<file path="src/rtl/wheel_state_buffer.sv">
// -----------------------------------------------------------------------------
// wheel_state_buffer
//
// Double-buffered store for one wheel's node positions and velocities. The
// committed arrays drive the outputs; the wheel updater streams a new frame
// into shadow arrays, and the frame is copied across only when every node and
// every velocity slot was written before result_in arrived.
//
// Ports
//   clk_in                 single system clock, rising edge
//   rst_in                 asynchronous active-low reset
//   start_in               in IDLE: load init arrays and launch the first frame
//   run_in                 sampled in COMMIT: relaunch (1) or return to IDLE (0)
//   init_nodes_in          [0][i] = x, [1][i] = y initial node positions
//   init_velocities_in     [0][i] = x, [1][i] = y initial node velocities
//   node_x_in/node_y_in    streamed node position beat, node_valid_in qualifies
//   velocity_x_in/_y_in    streamed velocity beat, velocity_valid_in qualifies
//   result_in              updater finished the frame
//   nodes_out              committed node positions
//   velocities_out         committed velocities
//   begin_out              one-cycle pulse telling the updater to start a frame
//   busy_out               high whenever not in IDLE
//   frame_count_out        number of successful commits, wraps at 16 bits
//   err_overflow_out       sticky: a beat arrived with its slot counter full
//   err_short_out          sticky: a commit was aborted for missing beats
//
// Configuration
//   WHEEL_STATE_BUFFER_ERR_EN  when defined, the two error flags are built;
//                              otherwise both error outputs are tied to 0.
// -----------------------------------------------------------------------------
module wheel_state_buffer #(
   parameter int NUM_NODES     = 4,
   parameter int POSITION_SIZE = 17,
   parameter int VELOCITY_SIZE = 12
) (
   input  logic                            clk_in,
   input  logic                            rst_in,
   input  logic                            start_in,
   input  logic                            run_in,
   input  logic signed [POSITION_SIZE-1:0] init_nodes_in      [1:0][NUM_NODES],
   input  logic signed [VELOCITY_SIZE-1:0] init_velocities_in [1:0][NUM_NODES],
   input  logic signed [POSITION_SIZE-1:0] node_x_in,
   input  logic signed [POSITION_SIZE-1:0] node_y_in,
   input  logic                            node_valid_in,
   input  logic signed [VELOCITY_SIZE-1:0] velocity_x_in,
   input  logic signed [VELOCITY_SIZE-1:0] velocity_y_in,
   input  logic                            velocity_valid_in,
   input  logic                            result_in,
   output logic signed [POSITION_SIZE-1:0] nodes_out          [1:0][NUM_NODES],
   output logic signed [VELOCITY_SIZE-1:0] velocities_out     [1:0][NUM_NODES],
   output logic                            begin_out,
   output logic                            busy_out,
   output logic [15:0]                     frame_count_out,
   output logic                            err_overflow_out,
   output logic                            err_short_out
);

   // Counters must reach NUM_NODES itself (the "full" value), the slot index
   // only needs to address NUM_NODES entries.
   localparam int CW = $clog2(NUM_NODES + 1);
   localparam int IW = (NUM_NODES > 1) ? $clog2(NUM_NODES) : 1;
   localparam logic [CW-1:0] FULL = CW'(NUM_NODES);

   typedef enum logic [1:0] {IDLE, LAUNCH, WAIT, COMMIT} state_t;

   state_t state_q, state_d;

   logic signed [POSITION_SIZE-1:0] node_q      [1:0][NUM_NODES];
   logic signed [POSITION_SIZE-1:0] node_d      [1:0][NUM_NODES];
   logic signed [VELOCITY_SIZE-1:0] vel_q       [1:0][NUM_NODES];
   logic signed [VELOCITY_SIZE-1:0] vel_d       [1:0][NUM_NODES];
   logic signed [POSITION_SIZE-1:0] shad_node_q [1:0][NUM_NODES];
   logic signed [POSITION_SIZE-1:0] shad_node_d [1:0][NUM_NODES];
   logic signed [VELOCITY_SIZE-1:0] shad_vel_q  [1:0][NUM_NODES];
   logic signed [VELOCITY_SIZE-1:0] shad_vel_d  [1:0][NUM_NODES];

   logic [CW-1:0] node_cnt_q, node_cnt_d;
   logic [CW-1:0] vel_cnt_q, vel_cnt_d;
   logic [15:0]   frame_q, frame_d;

   logic          node_full;
   logic          vel_full;
   logic          full_commit;
   logic [IW-1:0] node_idx;
   logic [IW-1:0] vel_idx;

   assign node_full   = (node_cnt_q == FULL);
   assign vel_full    = (vel_cnt_q == FULL);
   assign full_commit = node_full && vel_full;
   // Only used when the counter is below FULL, so truncation is safe.
   assign node_idx    = node_cnt_q[IW-1:0];
   assign vel_idx     = vel_cnt_q[IW-1:0];

   always_comb begin
      state_d     = state_q;
      node_d      = node_q;
      vel_d       = vel_q;
      shad_node_d = shad_node_q;
      shad_vel_d  = shad_vel_q;
      node_cnt_d  = node_cnt_q;
      vel_cnt_d   = vel_cnt_q;
      frame_d     = frame_q;

      case (state_q)
         IDLE: begin
            if (start_in) begin
               node_d     = init_nodes_in;
               vel_d      = init_velocities_in;
               node_cnt_d = '0;
               vel_cnt_d  = '0;
               state_d    = LAUNCH;
            end
         end
         LAUNCH: begin
            state_d = WAIT;
         end
         WAIT: begin
            // Streams are independent; a beat landing with result_in is still
            // counted because COMMIT looks at the registered counters.
            if (node_valid_in && !node_full) begin
               shad_node_d[0][node_idx] = node_x_in;
               shad_node_d[1][node_idx] = node_y_in;
               node_cnt_d               = node_cnt_q + 1'b1;
            end
            if (velocity_valid_in && !vel_full) begin
               shad_vel_d[0][vel_idx] = velocity_x_in;
               shad_vel_d[1][vel_idx] = velocity_y_in;
               vel_cnt_d              = vel_cnt_q + 1'b1;
            end
            if (result_in) begin
               state_d = COMMIT;
            end
         end
         COMMIT: begin
            if (full_commit) begin
               node_d  = shad_node_q;
               vel_d   = shad_vel_q;
               frame_d = frame_q + 16'd1;
            end
            node_cnt_d = '0;
            vel_cnt_d  = '0;
            state_d    = run_in ? LAUNCH : IDLE;
         end
         default: state_d = IDLE;
      endcase
   end

   always_ff @(posedge clk_in or negedge rst_in) begin
      if (!rst_in) begin
         state_q     <= IDLE;
         node_q      <= '{default: '0};
         vel_q       <= '{default: '0};
         shad_node_q <= '{default: '0};
         shad_vel_q  <= '{default: '0};
         node_cnt_q  <= '0;
         vel_cnt_q   <= '0;
         frame_q     <= '0;
      end else begin
         state_q     <= state_d;
         node_q      <= node_d;
         vel_q       <= vel_d;
         shad_node_q <= shad_node_d;
         shad_vel_q  <= shad_vel_d;
         node_cnt_q  <= node_cnt_d;
         vel_cnt_q   <= vel_cnt_d;
         frame_q     <= frame_d;
      end
   end

   assign nodes_out       = node_q;
   assign velocities_out  = vel_q;
   assign frame_count_out = frame_q;
   assign begin_out       = (state_q == LAUNCH);
   assign busy_out        = (state_q != IDLE);

`ifdef WHEEL_STATE_BUFFER_ERR_EN
   logic err_ovf_q, err_ovf_d;
   logic err_short_q, err_short_d;

   always_comb begin
      err_ovf_d   = err_ovf_q;
      err_short_d = err_short_q;
      if (state_q == IDLE && start_in) begin
         err_ovf_d   = 1'b0;
         err_short_d = 1'b0;
      end else begin
         if (state_q == WAIT &&
             ((node_valid_in && node_full) || (velocity_valid_in && vel_full))) begin
            err_ovf_d = 1'b1;
         end
         if (state_q == COMMIT && !full_commit) begin
            err_short_d = 1'b1;
         end
      end
   end

   always_ff @(posedge clk_in or negedge rst_in) begin
      if (!rst_in) begin
         err_ovf_q   <= 1'b0;
         err_short_q <= 1'b0;
      end else begin
         err_ovf_q   <= err_ovf_d;
         err_short_q <= err_short_d;
      end
   end

   assign err_overflow_out = err_ovf_q;
   assign err_short_out    = err_short_q;
`else
   assign err_overflow_out = 1'b0;
   assign err_short_out    = 1'b0;
`endif

endmodule

</file>
<file path="config.mk">
export PLATFORM = sky130hd
export DESIGN_NAME = wheel_state_buffer
export DESIGN_NICKNAME = d
export VERILOG_FILES = /design/src/rtl/wheel_state_buffer.sv
export SDC_FILE = /design/constraint.sdc
export NUM_CORES = 1
export LEC_CHECK = 0
export ABC_CLOCK_PERIOD_IN_PS = 5540
export BUFFER_PORTS_ARGS = -buffer_cell sky130_fd_sc_hd__buf_2
export CAP_MARGIN = 10
export CORE_AREA = 4 4 210 212
export DETAILED_ROUTE_END_ITERATION = 7
export DIE_AREA = 0 0 214 216
export GPL_ROUTABILITY_DRIVEN = 0
export HOLD_SLACK_MARGIN = 0.05
export PLACE_DENSITY = 0.74
export SYNTH_ARGS = -nofsm -noshare
export SYNTH_HDL_FRONTEND = slang
export SYNTH_SLANG_ARGS = --single-unit
</file>
<file path="constraint.sdc">
create_clock -name clk_in -period 5.54 [get_ports clk_in]
set_input_delay 1.385 -clock clk_in [delete_from_list [all_inputs] [get_ports clk_in]]
set_output_delay 1.385 -clock clk_in [all_outputs]
set_load 0.01 [all_outputs]
</file>
---- Word level (Yosys, flattened, before mapping) ----
Index checks and enable logic that the tools add are counted.
storage, ports and cells
  memory bits (writable) .................. 0
  memories ................................ 0
  output and inout port bits .............. 252
  latch bits .............................. 0
  ROM bits ................................ 0
  flip-flop bits (word level) ............. 488
  input bits .............................. 297
  word-level logic and storage cells ...... 96
cells by class
  equality and inequality tests ........... 10
  muxes and demuxes ....................... 23
  multipliers ............................. 0
  reductions and logical operators ........ 18
  order comparisons ....................... 4
  bitwise gates (word level) .............. 2
  shift operators ......................... 0
  add/sub/neg operators ................... 3
  divide/modulo/power cells ............... 0
operators with widths
  operator                                                                       count
  136-bit two-way mux                                                            2
  136-bit case mux with 2 select lines                                           1
  96-bit two-way mux                                                             2
  96-bit case mux with 2 select lines                                            1
  68-bit bitwise mux                                                             2
  48-bit bitwise mux                                                             2
  17-bit demux with 2-bit select                                                 1
  12-bit demux with 2-bit select                                                 1
  3-bit case mux with 3 select lines                                             2
  17-bit two-way mux                                                             1
  16-bit by 1-bit adder with 16-bit output (second input constant)               1
  12-bit two-way mux                                                             1
  2-bit inequality test (second input constant)                                  5
  3-bit two-way mux                                                              3
  3-bit AND reduction                                                            3
  2-bit case mux with 4 select lines                                             1
  2-bit AND reduction                                                            4
  3-bit by 1-bit adder with 3-bit output (second input constant)                 2
  3-bit equality test (second input constant)                                    2
  3-bit greater-or-equal comparator (second input constant)                      2
  3-bit by 1-bit less-than comparator with 1-bit output (second input constant)  2
  2-bit NOT with 3-bit output                                                    2
  1-bit logical AND                                                              5
  2-bit equality test (second input constant)                                    2
  7 further kinds                                                                10

---- Longest topological paths before layout ----
Gate-level depths: netlist of run 1.
  depth in word-level cells ............... 6
  mapped depth ............................ 8
  depth with buffers taken out ............ 6

---- Worst setup path after synthesis of run 1 ----
OpenSTA, ideal clock, no wires.
  kind .................................... in2reg
  start ................................... input velocity_valid_in
  end ..................................... register shad_vel_q[0] (netlist bit)
  data required time ...................... 5.415 ns
  setup time .............................. 0.125 ns
  slack ................................... 3.063 ns
  buffers on the path ..................... 2
  stages on the path ...................... 5
  arrival time ............................ 2.352 ns
  cell sequence ........................... and3_1 clkbuf_1 nand2_1 buf_2 mux2_2
between the ends
  cells in the longest elaborated chain, start to end .. 2
RTL lines
  what                                  line  RTL
  start, declared                       47    input logic velocity_valid_in,
  1-bit logical AND                     125   if (velocity_valid_in && !vel_full) begin
  2-bit AND reduction (no source line)  --
  end signal, assigned                  163   shad_vel_q <= shad_vel_d;
  end, declared                         74    logic signed [VELOCITY_SIZE-1:0] shad_vel_q [1:0][NUM_NODES];
No other way between the ends.
A chain may end at the register's enable or synchronous reset.

---- Worst setup path in the final report of run 1 ----
  start ................................... register state_q[0]
  end ..................................... output busy_out
between the ends
  cells in the longest elaborated chain, start to end .. 1
RTL lines
  what                    line  RTL
  start, declared         66    state_t state_q, state_d;
  start signal, assigned  159   state_q <= state_d;
  2-bit nonzero test      174   assign busy_out = (state_q != IDLE);
  end, declared           52    output logic busy_out,
No other way between the ends.

==> results.json, run 1 <==
{
  "status": "finished, final reports clean",
  "slew_headroom": 0.2120,
  "register_area_um2": 12210,
  "synth_area_leader_cell": "dfrtp_1",
  "path_class": "flip-flop to output pin",
  "use_met3": 0.06301,
  "track_usage": 0.2434,
  "final_layout_size_suffix_gt1_frac": 0.4011,
  "fp.dieW_um": 214,
  "num_vias": 14680,
  "synth_area_leaders": "dfrtp_1 (60%), mux2_2 (13%), mux2i_1 (11%)",
  "grt_max_degree": 241,
  "hp-class": "flip-flop to flip-flop",
  "placed_cell_area_um2": 23600,
  "initial_core_util": 0.4872,
  "synth_edf_count": 0,
  "grt_pass1_wl_um": 89440,
  "grt_pass1_vias": 15490,
  "place_inst": 2630,
  "worst_pin_slew_ns": 1.179,
  "holdBufCountCts": 0,
  "drt-pass1-iter-count": 5,
  "wl_per_cell_um": 21.01,
  "synth-warning-count": 0,
  "yosys_register_bits": 488,
  "clock-root-buffer": "clkbuf_16",
  "hold_violations": 0,
  "cts_max_path_buffers": 3,
  "ys_top_cells_by_count": "dfrtp_1 (488), a21oi_1 (237), nor2_1 (237)",
  "max_cap_viol_count": 0,
  "path_max_fanout": 5,
  "die_y_um": 216,
  "globalRouteMet1Util": 0.3119,
  "leakagePower_nw": 12.22,
  "rsz0062_at_grt": "false",
  "cts_max_level": 2,
  "grt_use_met2": 0.4052,
  "fp.dieArea_um2": 46220,
  "routed_via_density": 5.382,
  "ir_drop_uv": 535.0,
  "clk_latency_ns": 0.57,
  "p_per_area_nw_per_um2": 607.1,
  "fin_crit_sh": 0.5441,
  "fin_util": 0.6017,
  "ys_types": 36,
  "cp-start-kind": "flip-flop",
  "place_hpwl_um": 40650,
  "multi_input_area_um2": 7740,
  "fillers": 3406,
  "synthArstFlopShare": 1.000,
  "grt-busiest-layer": "met2",
  "portBuffers": 546,
  "maxSlewViolCount": 0,
  "cts_buffers": 51,
  "layout_min_cycle_time_ns": 3.014,
  "worst_slack_ns": 2.526,
  "antenna_found_initial": 15,
  "fin_cells": 2728,
  "coreArea_um2": 41950,
  "drc": 0,
  "yosys.area.top_type_share": 0.5976,
  "fin_area_um2": 25240,
  "overflow": 0,
  "clkSinkCount": 488,
  "wl_um": 57310,
  "synthToLayoutAreaGrowth_pct": 23.51,
  "setup-tns-final_ns": 0,
  "arrival_ns": 1.63,
  "finish.net_count": 2455,
  "yosysMostFrequentCell": "dfrtp_1",
  "clkTransAtPathRegs_ns": 0.06,
  "num_rows": 75,
  "synth-seq-area-share": 0.5976,
  "max_freq_mhz": 331.8,
  "critPathRequiredTime_ns": 4.16,
  "ant_nets": 0,
  "synthCells": 1631,
  "fin_skew_ns": 0.01737,
  "postCtsSetupRepairBufs": 0,
  "setup_viol": 0,
  "dpl_worst_slack_ns": 2.385,
  "post_cts_resize_count": 0,
  "syn_area_per_cell_um2": 12.53,
  "cts_tree": "built",
  "synth_area_um2": 20430,
  "first_iter_violations": 993,
  "setup.worst_path.end_class": "output pin",
  "ios": 549,
  "yosys_most_used_dff": "dfrtp_1"
}
final cells by class:
class | instances | share of cell area
Antenna cell | 10 | 0.0009915
Multi-Input combinational cell | 1031 | 0.3067
Clock buffer | 78 | 0.05944
Inverter | 10 | 0.001487
Clock inverter | 10 | 0.004462
Tap cell | 539 | 0.02672
Timing Repair Buffer | 562 | 0.1164
Sequential cell | 488 | 0.4838
placed cells by master, fill, tap and decap left out, drive strengths merged, types with 7 or more instances in the layout:
cell | Yosys | final
diode | 0 | 10
mux2i | 233 | 233
xnor2 | 8 | 8
xor2 | 7 | 7
nand3 | 7 | 7
nor2 | 237 | 237
clkbuf | 25 | 78
nand2 | 15 | 15
inv | 10 | 11
dfrtp | 488 | 488
ha | 14 | 14
buf | 78 | 562
a21oi | 237 | 237
mux2 | 234 | 234
o21ai | 7 | 7
critical path, cell delays in order (launching register included):
cell,delay [ns]
dfrtp_1,0.43
inv_1,0.17
ha_1,0.24
inv_1,0.08
buf_2,0.15
registers in the layout, summed over array words and instances (netlist names):
| signal | flops |
|---|---|
| velocities_out | 96 |
| shad_node_q | 136 |
| vel_cnt_q | 3 |
| frame_count_out | 16 |
| shad_vel_q | 96 |
| state_q | 2 |
| node_cnt_q | 3 |
| nodes_out | 136 |
metrics by stage:
step	power, mW	hold slack [ns]
2_1_floorplan	9.912	0.4792
3_3_place_gp	11.77	0.4604
3_5_place_dp	12.05	0.4815
4_1_cts	15.45	0.4937
5_1_grt	16.31	0.5096
6_report	15.32	0.4992
worst paths after layout:
kind                                          start             endpoint  slack, ns  depth (start not counted)
worst max register to register           state_q[1]    velocities_out[2]       2.54                          6
max in group asynchronous                    rst_in        nodes_out[28]       3.51                          2
worst min register to register  frame_count_out[15]  frame_count_out[15]       0.50                          1
min in group asynchronous                    rst_in   velocities_out[38]       0.95                          1
worst min-delay path            frame_count_out[15]  frame_count_out[15]       0.50                          1
worst max-delay path                     state_q[0]             busy_out       2.53                          4
power by group:
part / switching, mW / leakage [nW] / total (mW) / internal [mW]
combinational: 3.32 / 5.47 / 5.91 / 2.59
sequential: 0.939 / 5.97 / 6.08 / 5.14
clock: 1.38 / 0.784 / 3.33 / 1.95
per-layer routing:
layer	vias to the layer above	wire length [um]
li1	6734	-
met1	7340	23570
met2	495	28140
met3	103	3976
met4	10	1561
met5	-	62
cell families (layout without fill, tap and decap cells):
group | count (synthesis) | count (layout) | synth area share
other | 1 | 12 | 0.0001835
multiplexers | 467 | 467 | 0.2431
adder cells (fa/ha/maj) | 14 | 14 | 0.008572
AND/OR/NAND/NOR | 281 | 281 | 0.05572
flip-flops | 488 | 488 | 0.5976
buffers and inverters | 113 | 660 | 0.02535
AO/OA/AOI/OAI | 252 | 252 | 0.06307
XOR/XNOR | 15 | 15 | 0.006429
Power figures use the tool's default switching activity.
==> run 2, diff against run 1 <==
==> config.mk (replaced) <==
export PLATFORM = sky130hd
export DESIGN_NAME = wheel_state_buffer
export DESIGN_NICKNAME = d
export VERILOG_FILES = /design/src/rtl/wheel_state_buffer.sv
export SDC_FILE = /design/constraint.sdc
export NUM_CORES = 1
export LEC_CHECK = 0
export ABC_CLOCK_PERIOD_IN_PS = 2460
export BUFFER_PORTS_ARGS = -buffer_cell sky130_fd_sc_hd__buf_2
export CAP_MARGIN = 10
export CORE_MARGIN = 4
export CORE_UTILIZATION = 48
export DETAILED_ROUTE_END_ITERATION = 7
export GPL_ROUTABILITY_DRIVEN = 0
export HOLD_SLACK_MARGIN = 0.05
export PLACE_DENSITY = 0.77
export SYNTH_ARGS = -nofsm -noshare
export SYNTH_HDL_FRONTEND = slang
export SYNTH_SLANG_ARGS = --single-unit
==> constraint.sdc (replaced) <==
create_clock -name clk_in -period 2.46 [get_ports clk_in]
set_input_delay 0.615 -clock clk_in [delete_from_list [all_inputs] [get_ports clk_in]]
set_output_delay 0.615 -clock clk_in [all_outputs]
set_load 0.01 [all_outputs]
==> results.json, run 2 (synthesis results as in run 1) <==
{
  "slowest_delay_ns": 0.43,
  "final_layout_size_suffix_gt1_frac": 0.4139,
  "power_frac_comb": 0.386,
  "setup.worst_path.end_class": "output pin",
  "max_freq_mhz": 448.5,
  "arrival_ns": 1.61,
  "ir_drop_uv": 801.9,
  "rsz0062_at_grt": "false",
  "dpl_worst_slack_ns": 0.3293,
  "antenna_found_initial": 22,
  "power.total_mw": 35.70,
  "seq_power_share": 0.384,
  "wl_per_cell_um": 20.89,
  "finish.net_count": 2488,
  "layout_commonest_cell": "buf_2",
  "hold_start": "velocity_y_in[10]",
  "status": "finished, final reports clean",
  "cp_common_cell": "inv_1",
  "num_vias": 14850,
  "fin_crit_sh": 0.9064,
  "cts_buffers": 51,
  "fp.dieW_um": 214.3,
  "hp-class": "input pin to flip-flop",
  "worst_slack_ns": 0.2303,
  "fp.dieArea_um2": 45940,
  "slew_headroom": 0.5430,
  "clock-root-buffer": "clkbuf_16",
  "intPower_mw": 22.70,
  "track_usage": 0.2447,
  "fin_area_um2": 25870,
  "register_area_um2": 12210,
  "path_cells": "inv_1 > ha_1 > inv_1 > buf_2",
  "grt_pass1_wl_um": 89440,
  "synthToLayoutAreaGrowth_pct": 26.60,
  "ios": 549,
  "clkSinkCount": 488,
  "wl_um": 57900,
  "drt-pass1-iter-count": 5,
  "timing.rr.end": "velocities_out[57]",
  "postCtsSetupRepairBufs": 0,
  "p_per_area_nw_per_um2": 1380,
  "maxSlewViolCount": 0,
  "layout_min_cycle_time_ns": 2.230,
  "swShare": 0.3643,
  "clkPwrFrac": 0.230,
  "crit_start": "state_q[0]",
  "crit_buf_inv": 3,
  "critPathTopFamily": "flip-flops",
  "portBuffers": 546,
  "grt_pass1_vias": 15580,
  "place_hpwl_um": 41790,
  "ant_nets": 0,
  "die_y_um": 214.3,
  "setup_viol": 0,
  "critPathRequiredTime_ns": 1.85,
  "p_switching_mw": 13.01,
  "post_cts_resize_count": 0,
  "hold_violations": 0,
  "clkTransAtPathRegs_ns": 0.06,
  "path_max_fanout": 5,
  "setup-tns-final_ns": 0,
  "path_class": "flip-flop to output pin",
  "placed_cell_area_um2": 24020,
  "max_cap_viol_count": 0,
  "initial_core_util": 0.4861,
  "r2r_slack_ns": 0.31,
  "first_iter_violations": 1172,
  "cts_max_path_buffers": 3,
  "routed_via_density": 5.358,
  "multi_input_area_um2": 7740,
  "clk_latency_ns": 0.58,
  "cts_max_level": 2,
  "cp-start-kind": "flip-flop",
  "crit_path_end": "busy_out",
  "worst_pin_slew_ns": 0.6854,
  "grt_max_degree": 96,
  "holdBufCountCts": 1,
  "cts_tree": "built",
  "num_rows": 75,
  "cp_slowest_cell": "dfrtp_1",
  "r2r_start": "vel_cnt_q[0]",
  "leakagePower_nw": 12.53,
  "worst-r2r-cell-count": 8,
  "drc": 0,
  "overflow": 0,
  "coreArea_um2": 42040,
  "layout_common_cells": "buf_2 (545), dfrtp_1 (488), nor2_1 (237)",
  "fillers": 3292,
  "fin_skew_ns": 0.01568,
  "cp_num_cells": 4
}
## run 2: cell count changes in the layout (fill, tap and decap cells not counted), moves of 2 or more
cell        change
clkbuf_8        +3
bufinv_16       +5
clkinv_2        +2
clkinvlp_4      +3
clkbuf_1        -6
buf_12         +14
diode_2         +5
buf_4          +18
## run 2: layer usage
metal | global-route usage | vias to the layer above | share of wire
met2 | 0.4106 | 520 | 0.49
met1 | 0.3102 | 7400 | 0.41
met5 | 0 | - | 0.0015
met3 | 0.06320 | 123 | 0.067
met4 | 0.08667 | 16 | 0.033
li1 | - | 6794 | -
## run 2: how the worst min path moves through the flow
| stage | endpoint | cells after the start |
|---|---|---|
| 2_1_floorplan | frame_count_out[0] | 0 |
| 3_3_place_gp | frame_count_out[15] | 1 |
| 3_5_place_dp | frame_count_out[15] | 1 |
| 4_1_cts | shad_node_q[50] | 2 |
| 5_1_grt | shad_node_q[33] | 2 |
| 6_report | shad_vel_q[70] | 2 |
## run 2: power groups by stage
stage                     sequential (mW)  combinational [mW]  clock, mW
after floorplan                      14.1                8.25          0
after global placement               13.7                13.2          0
after detailed placement             13.8                13.8          0
after CTS                            13.7                13.9       8.34
after global routing                 14.1                15.1       8.72
final                                13.7                13.8       8.19
## run 2: metrics by stage
stage	hold WS, ns	util	instances
after floorplan	0.3194	-	1632
after global placement	0.4777	0.5713	2662
after detailed placement	0.4690	0.5713	2662
after CTS	0.2849	0.6145	2757
after global routing	0.2988	0.6152	2769
final	0.3225	0.6154	2772
## run 2: layout make-up
class	instances	area share
Clock inverter	19	0.01108
Multi-Input combinational cell	1031	0.2992
Sequential cell	488	0.4720
Antenna cell	15	0.001451
Tap cell	539	0.02607
Inverter	10	0.001451
Clock buffer	75	0.05872
Timing Repair Buffer	595	0.1300
## run 2: worst register-to-register path: cells and delay by family, from the launching register on
kind	cells	cell delay, ns
buffers and inverters	3	0.66
AOI/OAI and AO/OA	2	0.42
DFF	1	0.42
and+or+nand+nor	2	0.34
adders and majority gates	1	0.23
==> run 3, diff against run 2 <==
--- a/config.mk
+++ b/config.mk
@@ -13,6 +13,7 @@
 export DETAILED_ROUTE_END_ITERATION = 7
 export GPL_ROUTABILITY_DRIVEN = 0
 export HOLD_SLACK_MARGIN = 0.05
+export MAX_ROUTING_LAYER = met4
 export PLACE_DENSITY = 0.77
 export SYNTH_ARGS = -nofsm -noshare
 export SYNTH_HDL_FRONTEND = slang
==> results.json, run 3 (synthesis results as in run 1) <==
{
  "cp-start-kind": "flip-flop",
  "placed_cell_area_um2": 24020,
  "ios": 549,
  "clk_latency_ns": 0.57,
  "clkSinkCount": 488,
  "maxSlewViolCount": 0,
  "hold_violations": 0,
  "fin_skew_ns": 0.01399,
  "p_per_area_nw_per_um2": 1380,
  "ir_drop_uv": 798.9,
  "hp-class": "input pin to flip-flop",
  "max_freq_mhz": 449.9,
  "critPathRequiredTime_ns": 1.85,
  "arrival_ns": 1.61,
  "slew_headroom": 0.5064,
  "path_max_fanout": 5,
  "post_cts_resize_count": 0,
  "path_class": "flip-flop to output pin",
  "final_layout_size_suffix_gt1_frac": 0.4139,
  "fin_area_um2": 25890,
  "status": "finished, final reports clean",
  "cts_max_path_buffers": 3,
  "clock-root-buffer": "clkbuf_16",
  "fin_cells": 2779,
  "synthToLayoutAreaGrowth_pct": 26.68,
  "cts_tree": "built",
  "setup-tns-final_ns": 0,
  "cts_buffers": 51,
  "drt-met1-wl_um": 23930,
  "wl_met3_um": 3704,
  "grt_pass1_wl_um": 89460,
  "wl_um": 57970,
  "drt-pass1-iter-count": 7,
  "layout_commonest_cell": "buf_2",
  "power.total_mw": 35.72,
  "setup.worst_path.end_class": "output pin",
  "rsz0062_at_grt": "false",
  "clkTransAtPathRegs_ns": 0.06,
  "first_iter_violations": 1108,
  "fp.dieArea_um2": 45940,
  "met2_length_um": 28540,
  "fp.dieW_um": 214.3,
  "routed.top_layer": "met4",
  "place_inst": 2662,
  "layout_min_cycle_time_ns": 2.223,
  "max_cap_viol_count": 0,
  "place_hpwl_um": 41790,
  "initial_core_util": 0.4861,
  "grt_max_degree": 96,
  "drc": 0,
  "postCtsSetupRepairBufs": 0,
  "portBuffers": 546,
  "overflow": 0,
  "layout_common_cells": "buf_2 (545), dfrtp_1 (488), nor2_1 (237)",
  "ant_nets": 0,
  "cts_max_level": 2,
  "antenna_found_initial": 22,
  "num_vias": 14900,
  "leakagePower_nw": 12.53,
  "worst_pin_slew_ns": 0.7404,
  "routed_via_density": 5.361,
  "grt_pass1_vias": 15590,
  "num_rows": 75,
  "fin_crit_sh": 0.9035,
  "coreArea_um2": 42040,
  "setup_viol": 0,
  "die_y_um": 214.3,
  "finish.net_count": 2488,
  "wl_per_cell_um": 20.86,
  "track_usage": 0.2524
}
## run 3: cell types whose count changed in the layout (fill, tap and decap cells not counted)
cell,delta
diode_2,+7
## run 3: path summary, 6_finish.rpt
| check | endpoint | slack, ns | startpoint | cells after the start |
|---|---|---|---|---|
| hold reg to reg | frame_count_out[15] | 0.48 | frame_count_out[15] | 1 |
| min in group asynchronous | velocities_out[32] | 0.55 | rst_in | 2 |
| max in group asynchronous | shad_vel_q[50] | 1.00 | rst_in | 4 |
| hold / removal | shad_vel_q[23] | 0.32 | velocity_x_in[11] | 2 |
| setup reg to reg | velocities_out[57] | 0.31 | vel_cnt_q[0] | 8 |
| setup / recovery | busy_out | 0.24 | state_q[0] | 4 |
## run 3: through the flow
stage / util / hold WS, ns / setup slack (ns)
finish: 0.6158 / 0.3206 / 0.2374
global route: 0.6158 / 0.2988 / 0.1176
CTS: 0.6145 / 0.2849 / 0.1963
detailed placement: 0.5713 / 0.4690 / 0.3293
global placement: 0.5713 / 0.4777 / 0.3770
floorplan: - / 0.3194 / 0.5598
## run 3: power by group
part           internal, mW  total [mW]  switching, mW
Combinational          6.11        13.8           7.68
Sequential             11.6        13.7           2.14
Clock                  5.01        8.20           3.20
## run 3: final cells by class
type	instances	area (um^2)
flip-flops and latches	488	12210
repair buffers	595	3363
well taps	539	674.4
clock inverters	19	286.5
inverters	10	37.54
multi-input cells	1031	7740
fillers	3289	16150
clock buffers	75	1519
diodes	22	55.05
## run 3: per-layer routing
metal	vias up	GRT usage
met5	-	-
met4	0	0.08623
met3	107	0.05654
met2	548	0.4096
met1	7422	0.3165
li1	6822	-
## run 3: critical path, cell delays in order (launching register included)
cell,delay (ns)
dfrtp_1,0.43
inv_1,0.16
ha_1,0.23
inv_1,0.08
buf_2,0.14
## run 3: repair_timing
| action | 4_1_cts | 5_1_grt |
|---|---|---|
| endpoints found under the hold margin | 34 | 0 |
| hold buffers | 1 | 0 |
| endpoints found under the setup margin | 0 | 0 |
